===== src/rtl/qcl_burst_addr_gen_pkg.sv =====
// Shared types and default widths for the burst address generator.
package qcl_burst_pkg;

  localparam int LEN_WIDTH  = 8;
  localparam int ADDR_WIDTH = 32;

  typedef enum logic {
    IDLE  = 1'b0,
    BURST = 1'b1
  } state_e;

  typedef struct packed {
    logic [ADDR_WIDTH-1:0] base_addr;
    logic [LEN_WIDTH-1:0]  len;
  } cmd_t;

endpackage


===== src/rtl/qcl_burst_addr_gen_counter.sv =====
// Beat index counter that wraps to zero on the enabled cycle where count+1 reaches a runtime limit.
module qcl_counter_dynamic_limit_en
  import qcl_burst_pkg::*;
#(
  parameter int width_p = LEN_WIDTH
) (
  input  logic               clk_i,
  input  logic               reset_i,
  input  logic [width_p-1:0] limit_i,
  input  logic               en_i,
  output logic [width_p-1:0] count_o,
  output logic               overflow_o
);

  logic [width_p:0] count_inc;

  // One extra bit keeps count+1 from aliasing to zero at the maximum limit.
  assign count_inc  = {1'b0, count_o} + {{width_p{1'b0}}, 1'b1};
  assign overflow_o = (count_inc == {1'b0, limit_i});

  always_ff @(posedge clk_i) begin
    if (reset_i) begin
      count_o <= '0;
    end else if (en_i) begin
      count_o <= overflow_o ? '0 : count_inc[width_p-1:0];
    end
  end

endmodule


===== src/rtl/qcl_burst_addr_gen.sv =====
// Turns a (base, length) burst command into a stream of per-beat addresses with valid/ready.
// Define QCL_BURST_ADDR_GEN_PIPELINE_EN to accept the next command on the final-beat handshake.
module qcl_burst_addr_gen
  import qcl_burst_pkg::*;
#(
  parameter int len_width_p  = LEN_WIDTH,
  parameter int addr_width_p = ADDR_WIDTH
) (
  input  logic                    clk_i,
  input  logic                    reset_i,
  input  logic                    v_i,
  output logic                    ready_o,
  input  logic [addr_width_p-1:0] base_addr_i,
  input  logic [len_width_p-1:0]  len_i,
  output logic                    v_o,
  input  logic                    ready_i,
  output logic [addr_width_p-1:0] addr_o,
  output logic [len_width_p-1:0]  idx_o,
  output logic                    last_o,
  output logic                    busy_o
);

  state_e                  state_r, state_n;
  logic [addr_width_p-1:0] base_r;
  logic [len_width_p-1:0]  len_r;
  logic [len_width_p-1:0]  count;
  logic                    overflow;
  logic                    in_burst;
  logic                    beat_hs;
  logic                    load;

  // Outputs are forced quiet while reset is held, before the state register clears.
  assign in_burst = (state_r == BURST) && !reset_i;
  assign v_o      = in_burst;
  assign busy_o   = in_burst;
  assign last_o   = in_burst && overflow;
  assign idx_o    = reset_i ? '0 : count;
  assign addr_o   = reset_i ? '0 : base_r + addr_width_p'(count);
  assign beat_hs  = v_o && ready_i;

`ifdef QCL_BURST_ADDR_GEN_PIPELINE_EN
  assign ready_o = !reset_i && ((state_r == IDLE) || (last_o && ready_i));
`else
  assign ready_o = !reset_i && (state_r == IDLE);
`endif

  assign load = v_i && ready_o && (len_i != '0);

  qcl_counter_dynamic_limit_en #(
    .width_p (len_width_p)
  ) beat_counter (
    .clk_i      (clk_i),
    .reset_i    (reset_i),
    .limit_i    (len_r),
    .en_i       (beat_hs),
    .count_o    (count),
    .overflow_o (overflow)
  );

  always_comb begin
    state_n = state_r;
    case (state_r)
      IDLE: begin
        if (load) state_n = BURST;
      end
      BURST: begin
        // A zero-length command taken on the last beat is dropped and the FSM idles.
        if (beat_hs && last_o) state_n = load ? BURST : IDLE;
      end
      default: state_n = IDLE;
    endcase
  end

  always_ff @(posedge clk_i) begin
    if (reset_i) begin
      state_r <= IDLE;
      base_r  <= '0;
      len_r   <= '0;
    end else begin
      state_r <= state_n;
      if (load) begin
        base_r <= base_addr_i;
        len_r  <= len_i;
      end
    end
  end

endmodule


===== config.mk =====
export PLATFORM = sky130hd
export DESIGN_NAME = qcl_burst_addr_gen
export DESIGN_NICKNAME = d
export VERILOG_FILES = /design/src/rtl/qcl_burst_addr_gen_pkg.sv /design/src/rtl/qcl_burst_addr_gen_counter.sv /design/src/rtl/qcl_burst_addr_gen.sv
export SDC_FILE = /design/constraint.sdc
export NUM_CORES = 1
export LEC_CHECK = 0
export BUFFER_PORTS_ARGS = -buffer_cell sky130_fd_sc_hd__buf_2
export CAP_MARGIN = 20
export CORE_MARGIN = 2
export CORE_UTILIZATION = 30
export DETAILED_ROUTE_END_ITERATION = 10
export GPL_ROUTABILITY_DRIVEN = 0
export PLACE_DENSITY = 0.47
export SYNTH_ARGS = -nofsm -noshare
export SYNTH_HDL_FRONTEND = slang
export SYNTH_HIERARCHICAL = 1
export SYNTH_SLANG_ARGS = --single-unit

===== constraint.sdc =====
create_clock -name clk_i -period 4.5 [get_ports clk_i]
set_input_delay 1.35 -clock clk_i [delete_from_list [all_inputs] [get_ports clk_i]]
set_output_delay 1.35 -clock clk_i [all_outputs]
set_load 0.01 [all_outputs]

* Yosys cells after proc, flatten, opt, wreduce, memory -nomap -nowiden *
Index checks and enable logic that the tools add are counted.

storage, ports and cells
  register bits after elaboration = 49
  input port bits = 44
  output and inout bits = 44
  word-level logic and storage cells = 23

cells by class
  $add $sub $neg = 2
  equal/unequal tests = 1
  mux-type cells = 6
  bitwise operators = 1
  reduce and logical (&&, ||, !) cells = 9

operators with widths
  cell                                                            number
  32-bit by 8-bit adder with 32-bit output                        1
  32-bit two-way mux                                              1
  8-bit two-way mux                                               2
  8-bit by 1-bit adder with 9-bit output (second input constant)  1
  9-bit by 8-bit == test with 1-bit output                        1
  8-bit nonzero test                                              1
  1-bit logical AND                                               7
  1-bit two-way mux                                               2
  1-bit case mux with 2 select lines                              1
  1-bit logical NOT                                               1
  1-bit inverter                                                  1

* Logic depth before layout (Yosys ltp) *
Gate-level depths: netlist of the first run.

  depth after elaboration = 7
  gate-level depth with buffers = 9
  mapped depth without buffers = 8

* By module *
The synthesis of the first run kept the hierarchy.

modules (own cells, without submodules)
  module                        times used  cells each  area an instance (sq um)  seq. area each (sq um)
  qcl_burst_addr_gen            1           359         2711.4                    820.8
  qcl_counter_dynamic_limit_en  1           71          643.1                     160.2

* Worst setup path after synthesis of the first run *
No wires, ideal clock.

  path type = register -> output
  from = register beat_counter.count_o[0]
  to = output port addr_o[28]
  data arrival time = 2.339 ns
  data required time = 3.150 ns
  setup slack = 0.811 ns
  cell stages (with the launch flop) = 10
  buffers on the path = 1
  path through = dfxtp_1 ha_1 inv_1 fa_1 nand2b_1 a21oi_2 o21ai_1 buf_4 nor4_1 mux2i_1

between the ends
  word-level cells in the longest chain between the ends = 2

ends and longest elaborated chain
  element                                   RTL line                          RTL
  from (decl)                               qcl_burst_addr_gen_counter.sv:11  output logic [width_p-1:0] count_o,
  from (signal assigned)                    qcl_burst_addr_gen_counter.sv:25  count_o <= overflow_o ? '0 : count_inc[width_p-1:0];
  32-bit by 8-bit adder with 32-bit output  qcl_burst_addr_gen.sv:38          assign addr_o = reset_i ? '0 : base_r + addr_width_p'(count);
  32-bit two-way mux                        qcl_burst_addr_gen.sv:38
  to (decl)                                 qcl_burst_addr_gen.sv:17          output logic [addr_width_p-1:0] addr_o,

Every way passes these cells.

* Worst setup path in the final report of the first run *
  from = register base_r[0]
  to = output port addr_o[30]

between the ends
  word-level cells in the longest chain between the ends = 2

ends and longest elaborated chain
  element                                   RTL line                  RTL
  from (decl)                               qcl_burst_addr_gen.sv:24  logic [addr_width_p-1:0] base_r;
  from (signal assigned)                    qcl_burst_addr_gen.sv:82  base_r <= base_addr_i;
  32-bit by 8-bit adder with 32-bit output  qcl_burst_addr_gen.sv:38
  32-bit two-way mux                        qcl_burst_addr_gen.sv:38

Every way passes these cells.

==> results_dict.tcl, run 1 <==
set metrics [dict create \
    finalHoldViolations 0 \
    final.min_clock_period_ns 4.29 \
    drcViolationCount 0 \
    rows 38 \
    fmax_ghz 0.233 \
    slew_headroom 0.563 \
    required_ns 3.15 \
    grt_pass1_wl_um 14700 \
    critPathArrivalTime_ns 2.94 \
    finalClockSkew_ns 0.00498 \
    synth_area_per_cell_um2 7.80 \
    ys_warn_count 6 \
    synthSimpleGateAreaFrac 0.311 \
    synth.ff_latch_count 49 \
    layout_setup_ws_ns 0.211 \
    irDropWorstVdd_uv 118 \
    hpwlAfterDp_um 6970 \
    synth-xor-area-share 0.0627 \
    cts_hold_buf 0 \
    tightest_slew_ns 0.654 \
    fp.dieW_um 110 \
    wl_per_cell_um 14.3 \
    core_area_um2 10900 \
    cp_slowest_cell "or4_1" \
    nets 560 \
    synth_top_family_by_area "simple AND/OR/NAND/NOR gates" \
    drv_cap 0 \
    critPathLaunchType "register" \
    ys.flop_type "dfxtp_1" \
    path_cells "ha_1, inv_1, fa_1, nand2b_1, a21oi_2, o21ai_2, or4_1, a21oi_1, buf_2" \
    synth_commonest_cells "nand2_1 (56), dfxtp_1 (49), o21ai_0 (44)" \
    place_worst_setup_slack_ns 0.429 \
    die_y_um 110 \
    finalCritPeriodShare 0.953 \
    insertion_delay_ns 0.30 \
    ant_nets 0 \
    cts_tree "done" \
    synthArstFlopShare 0 \
    power_density_nw_per_um2 239 \
    crit_family "simple AND/OR/NAND/NOR gates" \
    root_buffer "clkbuf_8" \
    end_kind "output pin" \
    clk_pin_slew_ns 0.09 \
    io_pins 88 \
    synthMuxAreaShare 0.0530 \
    leakagePower_nw 1.64 \
    synth_cell_types 52 \
    yosys-top-cells-area "dfxtp_1 (29%), nand2b_1 (6.7%), o21ai_0 (6.6%)" \
    drt_iter0_markers 173 \
    first_global_vias 2962 \
    synth_top_area_frac 0.292 \
    area_delta_synth_final_pct 19.5 \
    worstSetupPathType "reg2out" \
    setup_viol 0 \
    cp_max_fo 11 \
    start_util 0.308 \
    gr-total-overflow 0 \
    synth_compound_area_frac 0.197 \
    synth_edf_count 0 \
    drive_gt1_frac 0.265 \
    path_buf_inv 2 \
    port_buffers 87 \
    final_cells 646 \
    synth_seq_area_share 0.292 \
    ctsHtreeMaxLevel 2 \
    rsz0062_at_grt "no" \
    maxSlewViolCount 0 \
    reg2reg_depth 9 \
    n_antenna_cell 0 \
    cts_buffers 5 \
    synth_fa_ha_area_frac 0.0395 \
    syn_nets 484 \
    fillers 1166 \
    grt_start_max_net_pins 40 \
    max_stage_delay_ns 0.56 \
    dp.cells 639 \
    routed_via_density 4.91 \
    synth.most_common_cell "nand2_1" \
    cp.depth 9 \
    cts_buffer_depth 2 \
    drt_wl_total_um 9270 \
    synth.cell_area_um2 3350 \
    die_area_um2 12000 \
    outcome "complete, no violations" \
    vias 3171 \
    firstDrtPassIters 4 \
    fin_setup_tns_ns 0 \
    antenna_found_initial 0 \
    hold_depth 2 \
    syn_inst 430 \
    cts.sinks 49 \
    hold_class "reg2reg" \
    grt_use_total 0.153 \
    yosys.area.top_type "dfxtp_1" \
]
## cells in the final DEF (no fill, tap or decap), types with 11 or more instances in the layout
cell type and n:
xor2_1 16, nor2b_1 13, mux2i_1 11, dfxtp_1 49, a211oi_1 11, a21oi_1 14, nor2_1 27, buf_2 87
nand2b_1 36, nand2_1 56, o21ai_0 44, or2_2 12
## cell families after synthesis
kind of cell             count (synthesis)
AND/OR/NAND/NOR                        194
AO/OA/AOI/OAI                          101
flip-flops                              49
buffers and inverters                   35
XOR/XNOR                                24
multiplexers                            17
adder cells (fa/ha/maj)                 10
## what timing repair did
| item | CTS | global route |
|---|---|---|
| gates resized for setup | 0 | 1 |
| endpoints found under the setup margin | 0 | 2 |
| buffers inserted | 0 | 0 |
## layer usage
metal | track usage | up-vias | part of all wire
met3 | 0.0231 | 4 | 0.035
li1 | - | 1648 | -
met4 | 0.0344 | 0 | 0.0070
met1 | 0.217 | 1466 | 0.50
met5 | 0 | - | 0
met2 | 0.246 | 53 | 0.46
## sequential cells by signal, indices dropped and copies added, names as in the netlist
signal                cells
base_r                   32
beat_counter/count_o      8
len_r                     8
state_r                   1
## final timing paths
kind,slack (ns),end,from
hold reg to reg,0.49,base_r[2]$_SDFFE_PP0P_,base_r[2]$_SDFFE_PP0P_
setup / recovery,0.21,addr_o[30],base_r[0]$_SDFFE_PP0P_
hold / removal,0.49,base_r[2]$_SDFFE_PP0P_,base_r[2]$_SDFFE_PP0P_
setup reg to reg,2.05,state_r$_SDFF_PP0_,beat_counter/count_o[0]$_SDFFE_PP0P_
## power breakdown
group          leakage, nW  internal (mW)  switching, mW
Sequential           0.402          0.466         0.0319
Clock               0.0443          0.123          0.152
Combinational         1.19         0.0859          0.101
Total                 1.64          0.674          0.285
## layout make-up
class,count,area [µm²],share of cell area
timing repair buffer,95,495,0.124
tap,140,175,0.0437
sequential,49,981,0.245
clock buffer,7,86.3,0.0215
inverter,9,33.8,0.00842
multi-input combinational,346,2240,0.558
## worst min-delay path: stages, from the launching register on
cell      delay, ns
dfxtp_1        0.33
nand2b_1       0.06
o21ai_0        0.06
## per-stage QoR
step | instance area (µm²) | utilization | power, mW | hold slack (ns)
after floorplan | 3350 | - | 0.624 | 0.454
after global placement | 3920 | 0.360 | 0.694 | 0.476
after detailed placement | 3920 | 0.360 | 0.697 | 0.472
after CTS | 4010 | 0.368 | 0.975 | 0.487
after global routing | 4010 | 0.368 | 1.02 | 0.514
final | 4010 | 0.368 | 0.959 | 0.486
Power figures use the tool's default switching activity.
==> run 2: changes to the inputs <==
--- a/config.mk
+++ b/config.mk
@@ -11,7 +11,6 @@
 export CORE_UTILIZATION = 30
 export DETAILED_ROUTE_END_ITERATION = 10
 export GPL_ROUTABILITY_DRIVEN = 0
-export PLACE_DENSITY = 0.47
 export SYNTH_ARGS = -nofsm -noshare
 export SYNTH_HDL_FRONTEND = slang
 export SYNTH_HIERARCHICAL = 1
==> run 2 against run 1 <==
Critical path type unchanged. Clock power about the same. Routed wire length decreased by 3.2%. Die area unchanged. Register-to-register slack is essentially flat. Utilization rose by 0.14 points. Largest power group unchanged. Total power is 0.11% higher.
==> results_dict.tcl, run 2 (same netlist as run 1, synthesis figures left out) <==
set metrics [dict create \
    fmax_ghz 0.237 \
    maxSlewViolCount 0 \
    reg_top3 "base_r x32, beat_counter/count_o x8, len_r x8" \
    crit_start "base_r[0]$_SDFFE_PP0P_" \
    slew_headroom 0.448 \
    nets 558 \
    grt_use_total 0.149 \
    critPathLaunchType "register" \
    drive_gt1_frac 0.265 \
    final_cells 645 \
    start_util 0.308 \
    core_area_um2 10900 \
    tightest_slew_ns 0.826 \
    firstDrtPassIters 4 \
    antenna_found_initial 0 \
    irDropWorstVdd_uv 195 \
    mostFrequentLayoutCell "buf_2" \
    clk_pin_slew_ns 0.10 \
    drcViolationCount 0 \
    vias 3190 \
    use_met1 0.204 \
    grt_start_max_net_pins 54 \
    worstSetupPathType "reg2out" \
    grt_pass1_wl_um 14400 \
    io_pins 88 \
    drv_cap 0 \
    first_global_vias 2989 \
    critPathArrivalTime_ns 2.87 \
    ant_nets 0 \
    finalHoldViolations 0 \
    hold_class "reg2reg" \
    leakagePower_nw 1.63 \
    gr-total-overflow 0 \
    fillers 1145 \
    drt_iter0_markers 181 \
    globalRouteMet2Util 0.244 \
    cp_max_fo 11 \
    place_worst_setup_slack_ns 0.450 \
    n_antenna_cell 0 \
    final.min_clock_period_ns 4.22 \
    wl_per_cell_um 13.9 \
    finalCritPeriodShare 0.938 \
    outcome "complete, no violations" \
    root_buffer "clkbuf_8" \
    final_cell_mix "buf_2 (87), nand2_1 (56), dfxtp_1 (49), o21ai_0 (44), nand2b_1 (36)" \
    rsz0062_at_grt "no" \
    port_buffers 87 \
    cts_tree "done" \
    power_density_nw_per_um2 239 \
    r2r-start "beat_counter/count_o[0]$_SDFFE_PP0P_" \
    use_met3 0.0213 \
    hold_start "base_r[3]$_SDFFE_PP0P_" \
    die_y_um 110 \
    regMostFlops "base_r" \
    area_delta_synth_final_pct 20.0 \
    layout_setup_ws_ns 0.281 \
    setup_viol 0 \
    largest_reg_flops 32 \
    fin_setup_tns_ns 0 \
    cts.sinks 49 \
    insertion_delay_ns 0.31 \
    cts_buffer_depth 2 \
    finalClockSkew_ns 0.0110 \
    rows 38 \
    design_power_total_uw 960 \
    ctsHtreeMaxLevel 2 \
    cts_buffers 5 \
    routed_via_density 4.95 \
    required_ns 3.15 \
    dp.cells 637 \
    fp.dieW_um 110 \
    die_area_um2 12000 \
    drt_wl_total_um 8980 \
    hpwlAfterDp_um 6760 \
    busiest_layer "met2" \
    end_kind "output pin" \
]
-- run 2: cell types whose count changed in the layout (fill, tap and decap cells not counted), sizes merged --
cell and delta:
buf -2, clkbuf -2, clkinvlp +3
-- run 2: repair_timing --
action                                  CTS  global route
buffers inserted                          0             0
hold buffers                              0             0
gates resized for setup                   0             1
endpoints found under the setup margin    0             2
-- run 2: cell type report --
class | instances | area [µm²] | area share
sequential | 49 | 981 | 0.244
clock inverter | 3 | 22.5 | 0.00560
clock buffer | 5 | 68.8 | 0.0171
tap | 140 | 175 | 0.0435
timing repair buffer | 93 | 505 | 0.126
inverter | 9 | 33.8 | 0.00839
multi-input combinational | 346 | 2240 | 0.556
-- run 2: stage by stage --
| stage | hold WS (ns) | util | cell area [µm²] |
|---|---|---|---|
| final | 0.498 | 0.370 | 4030 |
| after floorplan | 0.454 | - | 3350 |
| after CTS | 0.504 | 0.369 | 4020 |
| after global routing | 0.527 | 0.370 | 4030 |
| after global placement | 0.475 | 0.361 | 3930 |
| after detailed placement | 0.482 | 0.361 | 3930 |
-- run 2: worst max-delay path, cell delays in order (launching register included) --
cell and delay [ns]:
dfxtp_1 0.35, ha_1 0.18, inv_1 0.06, fa_1 0.39, nand2b_1 0.19, a21oi_2 0.30
o21ai_2 0.23, or4_1 0.55, a21oi_1 0.15, buf_2 0.15
-- run 2: where the power goes --
| part | total [mW] | internal, mW | switching (mW) |
|---|---|---|---|
| registers | 0.497 | 0.466 | 0.0307 |
| logic | 0.189 | 0.0877 | 0.101 |
| clock network | 0.275 | 0.109 | 0.165 |
-- run 2: layer usage --
| metal | vias to the layer above | share of wire |
|---|---|---|
| met5 | - | 0 |
| met4 | 0 | 0.013 |
| met3 | 8 | 0.050 |
| met2 | 68 | 0.46 |
| met1 | 1472 | 0.48 |
| li1 | 1642 | - |
-- run 2: worst paths after layout --
kind	slack, ns	end	cells past startpoint
max	0.28	addr_o[30]	9
min	0.50	base_r[3]$_SDFFE_PP0P_	2
max reg2reg	2.05	state_r$_SDFF_PP0_	9
min reg2reg	0.50	base_r[3]$_SDFFE_PP0P_	2
==> run 3: changes to the inputs <==
--- a/config.mk
+++ b/config.mk
@@ -7,10 +7,13 @@
 export LEC_CHECK = 0
 export BUFFER_PORTS_ARGS = -buffer_cell sky130_fd_sc_hd__buf_2
 export CAP_MARGIN = 20
+export CELL_PAD_IN_SITES_DETAIL_PLACEMENT = 0
+export CELL_PAD_IN_SITES_GLOBAL_PLACEMENT = 1
 export CORE_MARGIN = 2
 export CORE_UTILIZATION = 30
 export DETAILED_ROUTE_END_ITERATION = 10
 export GPL_ROUTABILITY_DRIVEN = 0
+export PLACE_DENSITY_LB_ADDON = 0.1
 export SYNTH_ARGS = -nofsm -noshare
 export SYNTH_HDL_FRONTEND = slang
 export SYNTH_HIERARCHICAL = 1
==> run 3 against run 2 <==
Combinational power decreased by 2%. Worst hold slack got worse by 0.0054 ns. Via count decreased by 0.16%. Flip-flop and latch count unchanged. First-iteration DRC count decreased by 23%. Sequential share of layout area increased by 0.14 points. Design area decreased by 0.56%. Worst setup slack got worse by 0.036 ns. Cell count decreased by 0.16%.
==> results_dict.tcl, run 3 (same netlist as run 1, synthesis figures left out) <==
set metrics [dict create \
    postCtsSetupBuffers 0 \
    outcome "complete, no violations" \
    rows 38 \
    hpwlAfterDp_um 6860 \
    required_ns 3.15 \
    routed.top_layer "met4" \
    worstSetupPathType "reg2out" \
    finalCritPeriodShare 0.946 \
    leakagePower_nw 1.64 \
    first_global_vias 2969 \
    postLayoutCoreUtil 0.368 \
    cp_max_fo 11 \
    port_buffers 87 \
    cts_buffer_depth 2 \
    routed_via_density 4.95 \
    nets 559 \
    drv_cap 0 \
    grt_pass1_wl_um 14700 \
    maxSlewViolCount 0 \
    ctsHtreeMaxLevel 2 \
    cts_buffers 5 \
    insertion_delay_ns 0.31 \
    clk_pin_slew_ns 0.09 \
    largest_reg_flops 32 \
    die_area_um2 12000 \
    die_y_um 110 \
    final.min_clock_period_ns 4.26 \
    regMostFlops "base_r" \
    tightest_slew_ns 0.736 \
    rsz0062_at_grt "no" \
    critPathArrivalTime_ns 2.91 \
    ctsResizeCount 0 \
    m1WireLength_um 4650 \
    fmax_ghz 0.235 \
    mostFrequentLayoutCell "buf_2" \
    n_antenna_cell 0 \
    reg_top3 "base_r x32, beat_counter/count_o x8, len_r x8" \
    final_cell_mix "buf_2 (87), nand2_1 (56), dfxtp_1 (49), o21ai_0 (44), nand2b_1 (36)" \
    grt_use_total 0.156 \
    drcViolationCount 0 \
    met3_length_um 363 \
    power_density_nw_per_um2 235 \
    wl_per_cell_um 14.3 \
    start_util 0.308 \
    finalHoldViolations 0 \
    core_area_um2 10900 \
    vias 3185 \
    fp.dieW_um 110 \
    root_buffer "clkbuf_8" \
    end_kind "output pin" \
    antenna_found_initial 0 \
    irDropWorstVdd_uv 124 \
    hold_class "reg2reg" \
    slew_headroom 0.509 \
    ant_nets 0 \
    wl_met2_um 4040 \
    fillers 1176 \
    fin_setup_tns_ns 0 \
    cts_hold_buf 0 \
    grt_start_max_net_pins 49 \
    firstDrtPassIters 4 \
    gr-total-overflow 0 \
    finalClockSkew_ns 0.00906 \
    setup_viol 0 \
    drt_iter0_markers 140 \
    cts.sinks 49 \
    drive_gt1_frac 0.264 \
    drt_wl_total_um 9190 \
    area_delta_synth_final_pct 19.3 \
    cts_tree "done" \
    io_pins 88 \
    critPathLaunchType "register" \
]
run 3: cell types whose count changed in the layout (fill, tap and decap cells not counted):
cell        delta
clkinvlp_4     -3
buf_4          +2
buf_12         -1
clkinv_2       +1
run 3: layout make-up:
| cell class | count | area [µm²] | area share |
|---|---|---|---|
| clock buffers | 5 | 68.8 | 0.0172 |
| clock inverters | 1 | 5.00 | 0.00125 |
| inverters | 9 | 33.8 | 0.00844 |
| multi-input cells | 346 | 2240 | 0.559 |
| flip-flops and latches | 49 | 981 | 0.245 |
| well taps | 140 | 175 | 0.0438 |
| repair buffers | 94 | 500 | 0.125 |
run 3: metrics by stage:
stage                     hold slack, ns  cell area [µm²]  cells  total power, mW  setup WS, ns
final                              0.492             4000    644            0.941         0.245
after global placement             0.475             3930    638            0.693         0.471
after floorplan                    0.454             3350    430            0.624         0.811
after global routing               0.529             4000    644             1.01       0.00654
after CTS                          0.496             4000    644            0.959        0.0449
after detailed placement           0.477             3930    638            0.695         0.410
run 3: path summary, 6_finish.rpt:
check | from | depth (start not counted) | end | slack (ns)
worst min-delay path | len_r[3]$_SDFFE_PP0P_ | 2 | len_r[3]$_SDFFE_PP0P_ | 0.49
worst max-delay path | beat_counter/count_o[1]$_SDFFE_PP0P_ | 8 | addr_o[30] | 0.24
worst min register to register | len_r[3]$_SDFFE_PP0P_ | 2 | len_r[3]$_SDFFE_PP0P_ | 0.49
worst max register to register | beat_counter/count_o[0]$_SDFFE_PP0P_ | 9 | state_r$_SDFF_PP0_ | 2.09
run 3: power breakdown:
part           total (mW)  leakage, nW  switching (mW)  internal, mW
clock network       0.259       0.0399           0.156         0.103
registers           0.497        0.402          0.0314         0.466
logic               0.185         1.19          0.0990        0.0859
run 3: worst max-delay path: stages, from the launching register on:
cell and delay, ns:
dfxtp_1 0.45, inv_1 0.11, fa_1 0.44, nand2b_1 0.20
a21oi_2 0.32, o21ai_2 0.25, or4_1 0.54, a21oi_1 0.14
buf_2 0.15
run 3: layer usage:
layer / global-route usage / up-vias
li1: - / 1653
met1: 0.217 / 1462
met2: 0.244 / 59
met3: 0.0308 / 11
met4: 0.0443 / 0
met5: 0 / -
